==> config.mk <==
export PLATFORM = sky130hd
export DESIGN_NAME = mem_stage_flat
export DESIGN_NICKNAME = d
export VERILOG_FILES = /design/src/rtl/mem_stage_pkg.sv /design/src/rtl/mem_stage_if.sv /design/src/rtl/mem_stage_align.sv /design/src/rtl/mem_stage.sv /design/src/flat_wrapper.sv
export SDC_FILE = /design/constraint.sdc
export NUM_CORES = 1
export LEC_CHECK = 0
export CAP_MARGIN = 30
export CORE_ASPECT_RATIO = 0.5
export CORE_MARGIN = 3
export CORE_UTILIZATION = 45
export CTS_BUF_LIST = sky130_fd_sc_hd__clkbuf_16
export DETAILED_ROUTE_END_ITERATION = 10
export PLACE_DENSITY_LB_ADDON = 0.1
export SLEW_MARGIN = 20
export SYNTH_ARGS = -nofsm -noshare
export SYNTH_HDL_FRONTEND = slang
export SYNTH_SLANG_ARGS = --single-unit
==> constraint.sdc <==
create_clock -name clk -period 8.84 [get_ports clk]
set_clock_uncertainty 0.2 [all_clocks]
set_input_delay 1.326 -clock clk [delete_from_list [all_inputs] [get_ports clk]]
set_output_delay 1.326 -clock clk [all_outputs]
set_load 0.01 [all_outputs]
==> src/rtl/mem_stage_pkg.sv <==
// Shared encodings for the memory stage: opcodes, load/store funct3 values,
// exception codes and the FSM state type.
package mem_stage_pkg;

  localparam logic [4:0] OP_LOAD      = 5'b00000;
  localparam logic [4:0] OP_IMM_ARITH = 5'b00100;
  localparam logic [4:0] OP_AUIPC     = 5'b00101;
  localparam logic [4:0] OP_STORE     = 5'b01000;
  localparam logic [4:0] OP_ARITH     = 5'b01100;
  localparam logic [4:0] OP_LUI       = 5'b01101;
  localparam logic [4:0] OP_BRANCH    = 5'b11000;
  localparam logic [4:0] OP_JALR      = 5'b11001;
  localparam logic [4:0] OP_JAL       = 5'b11011;

  localparam logic [2:0] F3_LB  = 3'b000;
  localparam logic [2:0] F3_LH  = 3'b001;
  localparam logic [2:0] F3_LW  = 3'b010;
  localparam logic [2:0] F3_LBU = 3'b100;
  localparam logic [2:0] F3_LHU = 3'b101;
  localparam logic [2:0] F3_SB  = 3'b000;
  localparam logic [2:0] F3_SH  = 3'b001;
  localparam logic [2:0] F3_SW  = 3'b010;

  localparam logic [3:0] EXC_ILLEGAL          = 4'd2;
  localparam logic [3:0] EXC_LOAD_MISALIGNED  = 4'd4;
  localparam logic [3:0] EXC_STORE_MISALIGNED = 4'd6;

  typedef enum logic [1:0] {
    ST_IDLE = 2'd0,
    ST_REQ  = 2'd1,
    ST_WAIT = 2'd2
  } state_t;

  // Instructions that produce a register result in a single pass-through cycle.
  function automatic logic writesRd(input logic [4:0] op);
    return (op == OP_ARITH) || (op == OP_IMM_ARITH) || (op == OP_LUI) ||
           (op == OP_AUIPC) || (op == OP_JAL) || (op == OP_JALR);
  endfunction

endpackage

==> src/rtl/mem_stage_if.sv <==
// Data-memory valid/ready bus between the memory stage (master) and the
// data memory (slave).
interface mem_stage_if #(
  parameter int XLEN   = 32,
  parameter int ADDR_W = 32
) ();

  logic              req_valid;
  logic              req_ready;
  logic              we;
  logic [ADDR_W-1:0] addr;
  logic [XLEN-1:0]   wdata;
  logic [3:0]        wstrb;
  logic              resp_valid;
  logic [XLEN-1:0]   rdata;

  modport master (
    output req_valid, we, addr, wdata, wstrb,
    input  req_ready, resp_valid, rdata
  );

  modport slave (
    input  req_valid, we, addr, wdata, wstrb,
    output req_ready, resp_valid, rdata
  );

endinterface

==> src/rtl/mem_stage_align.sv <==
// Combinational byte-lane logic: store strobes and lane replication, load lane
// extraction with sign/zero extension, misalignment and funct3 legality.
module mem_align
  import mem_stage_pkg::*;
(
  input  logic        i_isStore,
  input  logic [2:0]  i_funct,
  input  logic [1:0]  i_addrLo,
  input  logic [31:0] i_storeData,
  input  logic [31:0] i_readData,
  output logic [3:0]  o_wstrb,
  output logic [31:0] o_wdata,
  output logic [31:0] o_loadData,
  output logic        o_misaligned,
  output logic        o_illegal
);

  logic [31:0] w_shifted;

  // Bring the addressed lane down to bit 0 so extraction is lane-independent.
  assign w_shifted = i_readData >> {i_addrLo, 3'b000};

  always_comb begin
    o_illegal    = 1'b0;
    o_misaligned = 1'b0;
    o_wstrb      = 4'b1111;
    o_wdata      = i_storeData;
    o_loadData   = w_shifted;

    if (i_isStore)
      o_illegal = !((i_funct == F3_SB) || (i_funct == F3_SH) || (i_funct == F3_SW));
    else
      o_illegal = !((i_funct == F3_LB) || (i_funct == F3_LH) || (i_funct == F3_LW) ||
                    (i_funct == F3_LBU) || (i_funct == F3_LHU));

    case (i_funct[1:0])
      2'b00: begin
        o_misaligned = 1'b0;
        o_wstrb      = 4'b0001 << i_addrLo;
        o_wdata      = {4{i_storeData[7:0]}};
      end
      2'b01: begin
        o_misaligned = i_addrLo[0];
        o_wstrb      = 4'b0011 << i_addrLo;
        o_wdata      = {2{i_storeData[15:0]}};
      end
      default: begin
        o_misaligned = |i_addrLo;
        o_wstrb      = 4'b1111;
        o_wdata      = i_storeData;
      end
    endcase

    case (i_funct)
      F3_LB:   o_loadData = {{24{w_shifted[7]}}, w_shifted[7:0]};
      F3_LBU:  o_loadData = {24'h0, w_shifted[7:0]};
      F3_LH:   o_loadData = {{16{w_shifted[15]}}, w_shifted[15:0]};
      F3_LHU:  o_loadData = {16'h0, w_shifted[15:0]};
      default: o_loadData = w_shifted;
    endcase
  end

endmodule

==> src/rtl/mem_stage.sv <==
// Memory-access pipeline stage: passes non-memory instructions through in one
// cycle and runs a valid/ready data-memory transaction for loads and stores.
module mem_stage
  import mem_stage_pkg::*;
#(
  parameter int XLEN       = 32,
  parameter int ADDR_W     = 32,
  parameter int REG_ADDR_W = 5,
  parameter int EX_W       = 4
) (
  input  logic                  clk,
  input  logic                  reset,
  input  logic                  pipeline_in_valid,
  input  logic [4:0]            opcode_in,
  input  logic [2:0]            funct_in,
  input  logic                  nop_instr_in,
  input  logic [EX_W-1:0]       exception_in,
  input  logic                  exception_in_valid,
  input  logic [XLEN-1:0]       result_in,
  input  logic [ADDR_W-1:0]     store_addr_in,
  input  logic [REG_ADDR_W-1:0] rd_addr_in,
  input  logic                  flush_in,
  output logic                  stall_out,
  mem_stage_if.master           dmem,
  output logic                  pipeline_out_valid,
  output logic                  wb_en,
  output logic [XLEN-1:0]       wb_data,
  output logic [REG_ADDR_W-1:0] rd_addr_out,
  output logic [EX_W-1:0]       exception_out,
  output logic                  exception_out_valid
);

  state_t                r_state;
  logic                  r_isStore;
  logic [2:0]            r_funct;
  logic [1:0]            r_addrLo;
  logic [REG_ADDR_W-1:0] r_rd;
  logic                  r_flushed;
  logic                  r_we;
  logic [ADDR_W-1:0]     r_addr;
  logic [XLEN-1:0]       r_wdata;
  logic [3:0]            r_wstrb;

  logic              w_inIsStore;
  logic              w_inIsMem;
  logic [ADDR_W-1:0] w_inAddr;
  logic              w_alignIsStore;
  logic [2:0]        w_alignFunct;
  logic [1:0]        w_alignAddrLo;
  logic [3:0]        w_alignWstrb;
  logic [XLEN-1:0]   w_alignWdata;
  logic [XLEN-1:0]   w_alignLoad;
  logic              w_misaligned;
  logic              w_illegal;

  assign w_inIsStore = (opcode_in == OP_STORE);
  assign w_inIsMem   = w_inIsStore || (opcode_in == OP_LOAD);
  assign w_inAddr    = w_inIsStore ? store_addr_in : result_in[ADDR_W-1:0];

  // In IDLE the aligner inspects the incoming instruction; afterwards it
  // works on the latched load so the response can be extracted in WAIT.
  assign w_alignIsStore = (r_state == ST_IDLE) ? w_inIsStore   : r_isStore;
  assign w_alignFunct   = (r_state == ST_IDLE) ? funct_in      : r_funct;
  assign w_alignAddrLo  = (r_state == ST_IDLE) ? w_inAddr[1:0] : r_addrLo;

  mem_align u_align (
    .i_isStore    (w_alignIsStore),
    .i_funct      (w_alignFunct),
    .i_addrLo     (w_alignAddrLo),
    .i_storeData  (result_in),
    .i_readData   (dmem.rdata),
    .o_wstrb      (w_alignWstrb),
    .o_wdata      (w_alignWdata),
    .o_loadData   (w_alignLoad),
    .o_misaligned (w_misaligned),
    .o_illegal    (w_illegal)
  );

  assign stall_out      = (r_state != ST_IDLE);
  assign dmem.req_valid = (r_state == ST_REQ) && !flush_in;
  assign dmem.we        = r_we;
  assign dmem.addr      = r_addr;
  assign dmem.wdata     = r_wdata;
  assign dmem.wstrb     = r_wstrb;

  always_ff @(posedge clk or negedge reset) begin
    if (!reset) begin
      r_state             <= ST_IDLE;
      r_isStore           <= 1'b0;
      r_funct             <= '0;
      r_addrLo            <= '0;
      r_rd                <= '0;
      r_flushed           <= 1'b0;
      r_we                <= 1'b0;
      r_addr              <= '0;
      r_wdata             <= '0;
      r_wstrb             <= '0;
      pipeline_out_valid  <= 1'b0;
      wb_en               <= 1'b0;
      wb_data             <= '0;
      rd_addr_out         <= '0;
      exception_out       <= '0;
      exception_out_valid <= 1'b0;
    end else begin
      pipeline_out_valid  <= 1'b0;
      wb_en               <= 1'b0;
      exception_out_valid <= 1'b0;

      case (r_state)
        ST_IDLE: begin
          if (pipeline_in_valid && !flush_in) begin
            rd_addr_out   <= rd_addr_in;
            wb_data       <= result_in;
            exception_out <= '0;
            if (exception_in_valid) begin
              pipeline_out_valid  <= 1'b1;
              exception_out       <= exception_in;
              exception_out_valid <= 1'b1;
            end else if (nop_instr_in) begin
              pipeline_out_valid <= 1'b1;
            end else if (w_inIsMem) begin
              if (w_illegal) begin
                pipeline_out_valid  <= 1'b1;
                exception_out       <= EX_W'(EXC_ILLEGAL);
                exception_out_valid <= 1'b1;
              end else if (w_misaligned) begin
                pipeline_out_valid  <= 1'b1;
                exception_out       <= w_inIsStore ? EX_W'(EXC_STORE_MISALIGNED)
                                                   : EX_W'(EXC_LOAD_MISALIGNED);
                exception_out_valid <= 1'b1;
              end else begin
                r_state   <= ST_REQ;
                r_isStore <= w_inIsStore;
                r_funct   <= funct_in;
                r_addrLo  <= w_inAddr[1:0];
                r_rd      <= rd_addr_in;
                r_flushed <= 1'b0;
                r_we      <= w_inIsStore;
                r_addr    <= {w_inAddr[ADDR_W-1:2], 2'b00};
                r_wdata   <= w_inIsStore ? w_alignWdata : '0;
                r_wstrb   <= w_inIsStore ? w_alignWstrb : 4'b0000;
              end
            end else begin
              pipeline_out_valid <= 1'b1;
              wb_en              <= writesRd(opcode_in) && (rd_addr_in != '0);
            end
          end
        end

        ST_REQ: begin
          // A flush withdraws the request before any handshake can happen.
          if (flush_in || dmem.req_ready) begin
            r_state <= flush_in ? ST_IDLE : ST_WAIT;
            r_we    <= 1'b0;
            r_addr  <= '0;
            r_wdata <= '0;
            r_wstrb <= '0;
          end
        end

        ST_WAIT: begin
          if (flush_in)
            r_flushed <= 1'b1;
          if (dmem.resp_valid) begin
            r_state   <= ST_IDLE;
            r_flushed <= 1'b0;
            if (!r_flushed && !flush_in) begin
              pipeline_out_valid <= 1'b1;
              rd_addr_out        <= r_rd;
              exception_out      <= '0;
              wb_en              <= !r_isStore && (r_rd != '0);
              wb_data            <= r_isStore ? '0 : w_alignLoad;
            end
          end
        end

        default: r_state <= ST_IDLE;
      endcase
    end
  end

endmodule

==> src/flat_wrapper.sv <==
// flat-port wrapper written by rule: the top's interface ports become plain ports
module mem_stage_flat import mem_stage_pkg::*;
#(
  parameter int XLEN       = 32,
  parameter int ADDR_W     = 32,
  parameter int REG_ADDR_W = 5,
  parameter int EX_W       = 4
)
  (clk, reset, pipeline_in_valid, opcode_in, funct_in, nop_instr_in, exception_in, exception_in_valid, result_in, store_addr_in, rd_addr_in, flush_in, stall_out, pipeline_out_valid, wb_en, wb_data, rd_addr_out, exception_out, exception_out_valid, dmem_req_valid, dmem_we, dmem_addr, dmem_wdata, dmem_wstrb, dmem_req_ready, dmem_resp_valid, dmem_rdata);
  mem_stage_if #(.XLEN(XLEN), .ADDR_W(ADDR_W)) dmem_i ();
  input  logic clk;
  input  logic reset;
  input  logic pipeline_in_valid;
  input  logic [4:0] opcode_in;
  input  logic [2:0] funct_in;
  input  logic nop_instr_in;
  input  logic [EX_W-1:0] exception_in;
  input  logic exception_in_valid;
  input  logic [XLEN-1:0] result_in;
  input  logic [ADDR_W-1:0] store_addr_in;
  input  logic [REG_ADDR_W-1:0] rd_addr_in;
  input  logic flush_in;
  output logic stall_out;
  output logic pipeline_out_valid;
  output logic wb_en;
  output logic [XLEN-1:0] wb_data;
  output logic [REG_ADDR_W-1:0] rd_addr_out;
  output logic [EX_W-1:0] exception_out;
  output logic exception_out_valid;
  output wire logic [$bits(dmem_i.req_valid)-1:0] dmem_req_valid;
  output wire logic [$bits(dmem_i.we)-1:0] dmem_we;
  output wire logic [$bits(dmem_i.addr)-1:0] dmem_addr;
  output wire logic [$bits(dmem_i.wdata)-1:0] dmem_wdata;
  output wire logic [$bits(dmem_i.wstrb)-1:0] dmem_wstrb;
  input wire logic [$bits(dmem_i.req_ready)-1:0] dmem_req_ready;
  input wire logic [$bits(dmem_i.resp_valid)-1:0] dmem_resp_valid;
  input wire logic [$bits(dmem_i.rdata)-1:0] dmem_rdata;
  assign dmem_req_valid = dmem_i.req_valid;
  assign dmem_we = dmem_i.we;
  assign dmem_addr = dmem_i.addr;
  assign dmem_wdata = dmem_i.wdata;
  assign dmem_wstrb = dmem_i.wstrb;
  assign dmem_i.req_ready = dmem_req_ready;
  assign dmem_i.resp_valid = dmem_resp_valid;
  assign dmem_i.rdata = dmem_rdata;
  mem_stage #(.XLEN(XLEN), .ADDR_W(ADDR_W), .REG_ADDR_W(REG_ADDR_W), .EX_W(EX_W)) u_core (.clk(clk), .reset(reset), .pipeline_in_valid(pipeline_in_valid), .opcode_in(opcode_in), .funct_in(funct_in), .nop_instr_in(nop_instr_in), .exception_in(exception_in), .exception_in_valid(exception_in_valid), .result_in(result_in), .store_addr_in(store_addr_in), .rd_addr_in(rd_addr_in), .flush_in(flush_in), .stall_out(stall_out), .dmem(dmem_i), .pipeline_out_valid(pipeline_out_valid), .wb_en(wb_en), .wb_data(wb_data), .rd_addr_out(rd_addr_out), .exception_out(exception_out), .exception_out_valid(exception_out_valid));
endmodule
* Word-level counts from Yosys, hierarchy flattened
Cells that the tools add are included. Widths: inputs -> output; s select.
Storage, ports and cells: input port bits 121, output and inout port bits 115, logic and storage cells 184, register bits after elaboration 127
Operators by class: reduce and logical (&&, ||, !) cells 36, eq/ne operators 24, shifts and indexed selects 3, muxes and demuxes 101, bitwise operators 4
Operators by type and width (number):
- $mux 32 | 19
- $pmux 32 s2 | 4
- $pmux 32 s4 | 1
- $mux 4 | 16
- $mux 1 | 36
- $shr 32x5->32 | 1
- $pmux 4 s2 | 3
- $reduce_and 8->1 | 3
- $mux 2 | 11
- $eq 5x4->1 const B | 3
- $mux 5 | 3
- $ne 2x2->1 const B | 7
- $logic_or 1x1->1 | 11
- $eq 5x3->1 const B | 2
- $eq 5x5->1 const B | 2
- $pmux 1 s2 | 5
- $pmux 5 s2 | 1
- $reduce_bool 5->1 | 2
- $reduce_and 7->1 | 1
- $eq 3x3->1 const B | 2
- $pmux 2 s3 | 1
- $reduce_bool 2->1 | 3
- $logic_and 1x1->1 | 5
- $logic_not 1->1 | 5
- other kinds (15) | 21

* Longest topological paths before layout
word-level depth 15, depth in mapped cells 11, gate-level depth less buffers 7

* By module
From an unflattened synthesis, not the netlist that was laid out.
Second synthesis, totals: cells, all modules 822, area total of the unflattened synthesis 7248.2 µm²
Modules (own cells, without submodules):
- mem_stage | cells each 622, area an instance 5868.1 µm², times used 1, seq. area each 3128.0 µm²
- mem_align | cells each 200, area an instance 1380.1 µm², times used 1, seq. area each 0.0 µm²

* Worst setup path before layout
Ideal clock, no wire load.
kind input to register, start in opcode_in[2], end reg u_core.wb_data[23], path buffers 3, path slack 4.825 ns, required time 8.499 ns, cell stages on the path 9, data arrival time 3.673 ns, library setup time 0.141 ns, cells stage by stage or4_1 buf_2 o31ai_1 or2_1 buf_2 clkbuf_1 mux2_2 a222oi_1 nand3_1
On the way: longest elaborated chain between the ends 9
Ends and longest elaborated chain:
- from (decl) | line flat_wrapper.sv:14 | input logic [4:0] opcode_in;
- $eq 5x4->1 | line mem_stage.sv:56 | assign w_inIsStore = (opcode_in == OP_STORE);
- $mux 32 | line mem_stage.sv:58 | assign w_inAddr = w_inIsStore ? store_addr_in : result_in[ADDR_W-1:0];
- $mux 2 | line mem_stage.sv:64 | assign w_alignAddrLo = (r_state == ST_IDLE) ? w_inAddr[1:0] : r_addrLo;
- $shr 32x5->32 | line mem_stage_align.sv:21 | assign w_shifted = i_readData >> {i_addrLo, 3'b000};
- $pmux 32 s4 | line mem_stage_align.sv:54 | case (i_funct)
- $mux 32 | line mem_stage.sv:172 | wb_data <= r_isStore ? '0 : w_alignLoad;
- $mux 32 | line mem_stage.sv:167 | if (!r_flushed && !flush_in) begin
- $mux 32 | line mem_stage.sv:164 | if (dmem.resp_valid) begin
- $pmux 32 s2 | line mem_stage.sv:109 | case (r_state)
- to (signal assigned) | line mem_stage.sv:113 | wb_data <= result_in;
- to (signal assigned) | line mem_stage.sv:172
- to (decl) | line mem_stage.sv:27 | output logic [XLEN-1:0] wb_data,
No other way between the ends. The select of a mux whose other input is x is not followed. A chain may end at the register's enable or synchronous reset.

* Worst setup path after layout
start in opcode_in[2], end reg u_core.r_rd[4]
On the way: longest elaborated chain between the ends 7, elaborated cells on any way between the ends 12, those cells by class 1 x eq/ne; 5 x mux; 2 x bitwise; 4 x reduce/logical
Ends and longest elaborated chain:
- $eq 5x4->1 | line mem_stage.sv:56
- $mux 32 | line mem_stage.sv:58
- $mux 2 | line mem_stage.sv:64
- $reduce_or 2->1 | line mem_stage_align.sv:48 | o_misaligned = |i_addrLo;
- $pmux 1 s2 | line mem_stage_align.sv:36 | case (i_funct[1:0])
- $not 1->1 (no source line)
- $reduce_and 7->1 (no source line) *
- to (signal assigned) | line mem_stage.sv:136 | r_rd <= rd_addr_in;
- to (decl) | line mem_stage.sv:37 | logic [REG_ADDR_W-1:0] r_rd;
Mark *: on every way between the ends. The rest lies on a longest branch, timed or not.

==> results.cfg <==
[outcome]
status = finished clean

[cts]
cts.repair.resized = 0
postCtsSetupRepairBufs = 0
cts_tree = yes
insertion_delay_ps = 420
cts-buffers-inserted = 17
clock-sinks = 125
htreeDepth = 4
hold_buffers = 0
cts-root-buf = clkbuf_16
clk_pin_slew_ps = 60
clockBufferDepth = 2

[synthesis]
synth_top_flop_cell = dfrtp_1
synth_cell_types = 56
synthAdderAreaFrac_pct = 0
synthMuxAreaShare_pct = 19.57
async_flop_share_pct = 100.0
synth_area_leaders = dfrtp_1, mux2i_1, mux2_2
yosys.area_share.simple_pct = 9.305
synth_top_area_share_pct = 47.09
synth_compound_area_share_pct = 20.15
syn_avg_cell_area_um2 = 10.84
synth_edf_count = 0
ys_seq_area_share_pct = 47.09
yosys.area.top_type = dfrtp_1
yosys_warnings = 0
synthXorXnorAreaFrac_pct = 0
synth_top_family_by_area = compound AO/OA/AOI/OAI gates
ys_ff_latch = 125
synthCells = 613
netlist_area_um2 = 6643

[finish]
area_growth_pct = 46.81
fin_nets = 954
final_cell_mix = clkdlybuf4s50_1, dfrtp_1, mux2i_1
antenna_cells = 0
final_common_cell = clkdlybuf4s50_1
layout-drive-gt1-share_pct = 10.76

[grt]
grt_max_degree = 65
grt_pass1_wl_um = 35510
first_global_vias = 6126
overflow = 0
grt_antenna_before_repair = 0
grt_usage_pct = 28.51

[place]
place_congestion = 0.9337
portBuffers = 233
dp_slack_ps = 3447
dpl.hpwl_um = 16880

[routing]
vias = 6115
antenna_left = 0
wl_met2_um = 10420
wl_met3_um = 2216
first_pass_iters = 5
via_per_inst = 5.891
routedWlPerCell_um = 22.35
finalWirelength_um = 23200
top_layer = met4
drc = 0
met1Wirelength_um = 10340
drt-initial-drc-count = 626

[worst_setup_path]
regToRegEndpoint = u_core.r_rd[4]
crit_start = opcode_in[2]
crit_path_end_kind = flip-flop
cp-endpoint = u_core.r_rd[4]
r2r_setup_slack_ps = 4690
critPathMaxFanout = 38
arrival_ps = 4740
path_cells = clkdlybuf4s50_1, or4_1, o211a_1, or2_1, a22o_4, nor3_4, buf_4, mux2_2
critical-path-slowest-cell = or4_1
cp-start-kind = input pin
r2r_cells = 8
required_ps = 8950
r2r_start = u_core.r_state[0]
path_class = input pin to flip-flop
slowest_delay_ps = 680

[min_path]
hold_class = flip-flop to flip-flop
whs_path_depth = 2

[timing]
relSlewSlack_pct = 37.65
fin_crit_ps = 4634
maxSlewViolCount = 0
hold_viol_final = 0
worst_pin_slew_ps = 935.2
finalSetupTns_ps = 0
fmax_ghz = 0.2158
finalCritPeriodShare_pct = 52.43
setup_viol = 0
setup_slack_ps = 4206
rsz0062_at_grt = no

[floorplanning]
start_util_pct = 47.44
die_w_um = 177.8
die_area_um2 = 16340
io_pins = 236
die_y_um = 91.91
core_um2 = 14000
rows = 30

[flow_run]
maxCapViolCount = 0

[pwr]
power_leakage_uw = 0.004376
vdd_drop_max_mv = 0.1008
finalPower_uw = 1591
power.density_nw_per_um2 = 163.1
## cells in the mapped netlist, drive strengths merged, types with 2 or more instances
library cell / instances
buf: 17
or4: 5
or2: 2
nand2b: 5
a2111oi: 2
a221o: 2
and2: 2
a32o: 2
nor3: 6
clkbuf: 33
nand3: 22
o21a: 4
a22o: 20
o211ai: 8
o21ai: 35
or3: 2
o41a: 7
o2bb2ai: 18
mux2i: 104
o32ai: 2
a22oi: 25
mux2: 23
nor2: 18
a222oi: 9
a21o: 3
and3: 2
a211oi: 3
nor4: 5
a21oi: 18
dfrtp: 125
nand2: 60
o31ai: 3
inv: 8
## report_power, final
part	switching [uW]	total [uW]	internal, uW
logic	136	291	155
clock network	284	674	390
registers	20.1	626	605
total	441	1590	1150
## stage by stage
step | std cells | util [%] | hold slack (ps) | instance area [um^2]
2_1_floorplan | 614 | - | 281.2 | 6646
6_report | 1038 | 69.65 | 281.1 | 9752
4_1_cts | 1037 | 69.54 | 284.3 | 9737
3_5_place_dp | 1005 | 65.54 | 270.4 | 9176
5_1_grt | 1038 | 69.65 | 294.0 | 9752
3_3_place_gp | 1001 | 65.04 | 262.8 | 9106
## flip-flops by register name (all words and copies together) (netlist names)
signal                      flops
u_core.r_rd                     5
u_core.r_addrLo                 2
u_core.r_funct                  3
u_core.r_state                  2
u_core.exception_out_valid      1
u_core.dmem.wstrb               4
u_core.rd_addr_out              5
u_core.dmem.wdata              32
u_core.dmem.we                  1
u_core.dmem.addr               30
u_core.wb_data                 32
u_core.r_flushed                1
u_core.exception_out            4
u_core.r_isStore                1
u_core.pipeline_out_valid       1
u_core.wb_en                    1
## how the worst min path moves through the flow
| stage | start | end |
|---|---|---|
| final | u_core.rd_addr_out[2] | u_core.rd_addr_out[2] |
| after global routing | u_core.dmem.wstrb[2] | u_core.dmem.wstrb[2] |
| after CTS | u_core.rd_addr_out[2] | u_core.rd_addr_out[2] |
| after detailed placement | u_core.rd_addr_out[2] | u_core.rd_addr_out[2] |
| after global placement | u_core.exception_out[0] | u_core.exception_out[0] |
| after floorplan | u_core.r_funct[2] | u_core.r_funct[2] |
## logic make-up after synthesis
group	after synthesis
DFF	125
and+or+nand+nor	131
buffers and inverters	58
AOI/OAI and AO/OA	171
muxes	127
other	1
## routing by layer
| layer | global-route usage (%) | vias to the layer above |
|---|---|---|
| li1 | - | 2770 |
| met1 | 40.19 | 3041 |
| met2 | 43.27 | 283 |
| met3 | 9.098 | 21 |
| met4 | 5.679 | 0 |
| met5 | 0 | - |
## worst max-delay path: cells and delay by family
kind / cells / cell delay [ps]
muxes: 1 / 410
and+or+nand+nor: 3 / 1310
buffers and inverters: 2 / 1030
AOI/OAI and AO/OA: 2 / 650
## layout make-up
| type | count | area, um^2 |
|---|---|---|
| fill | 1070 | 4249 |
| multi-input combinational | 431 | 3284 |
| sequential | 125 | 3128 |
| timing repair buffer | 250 | 2509 |
| clock buffer | 17 | 425.4 |
| tap | 192 | 240.2 |
| clock inverter | 15 | 135.1 |
| inverter | 8 | 30.03 |
No activity file was read; power rests on OpenSTA's default activity.
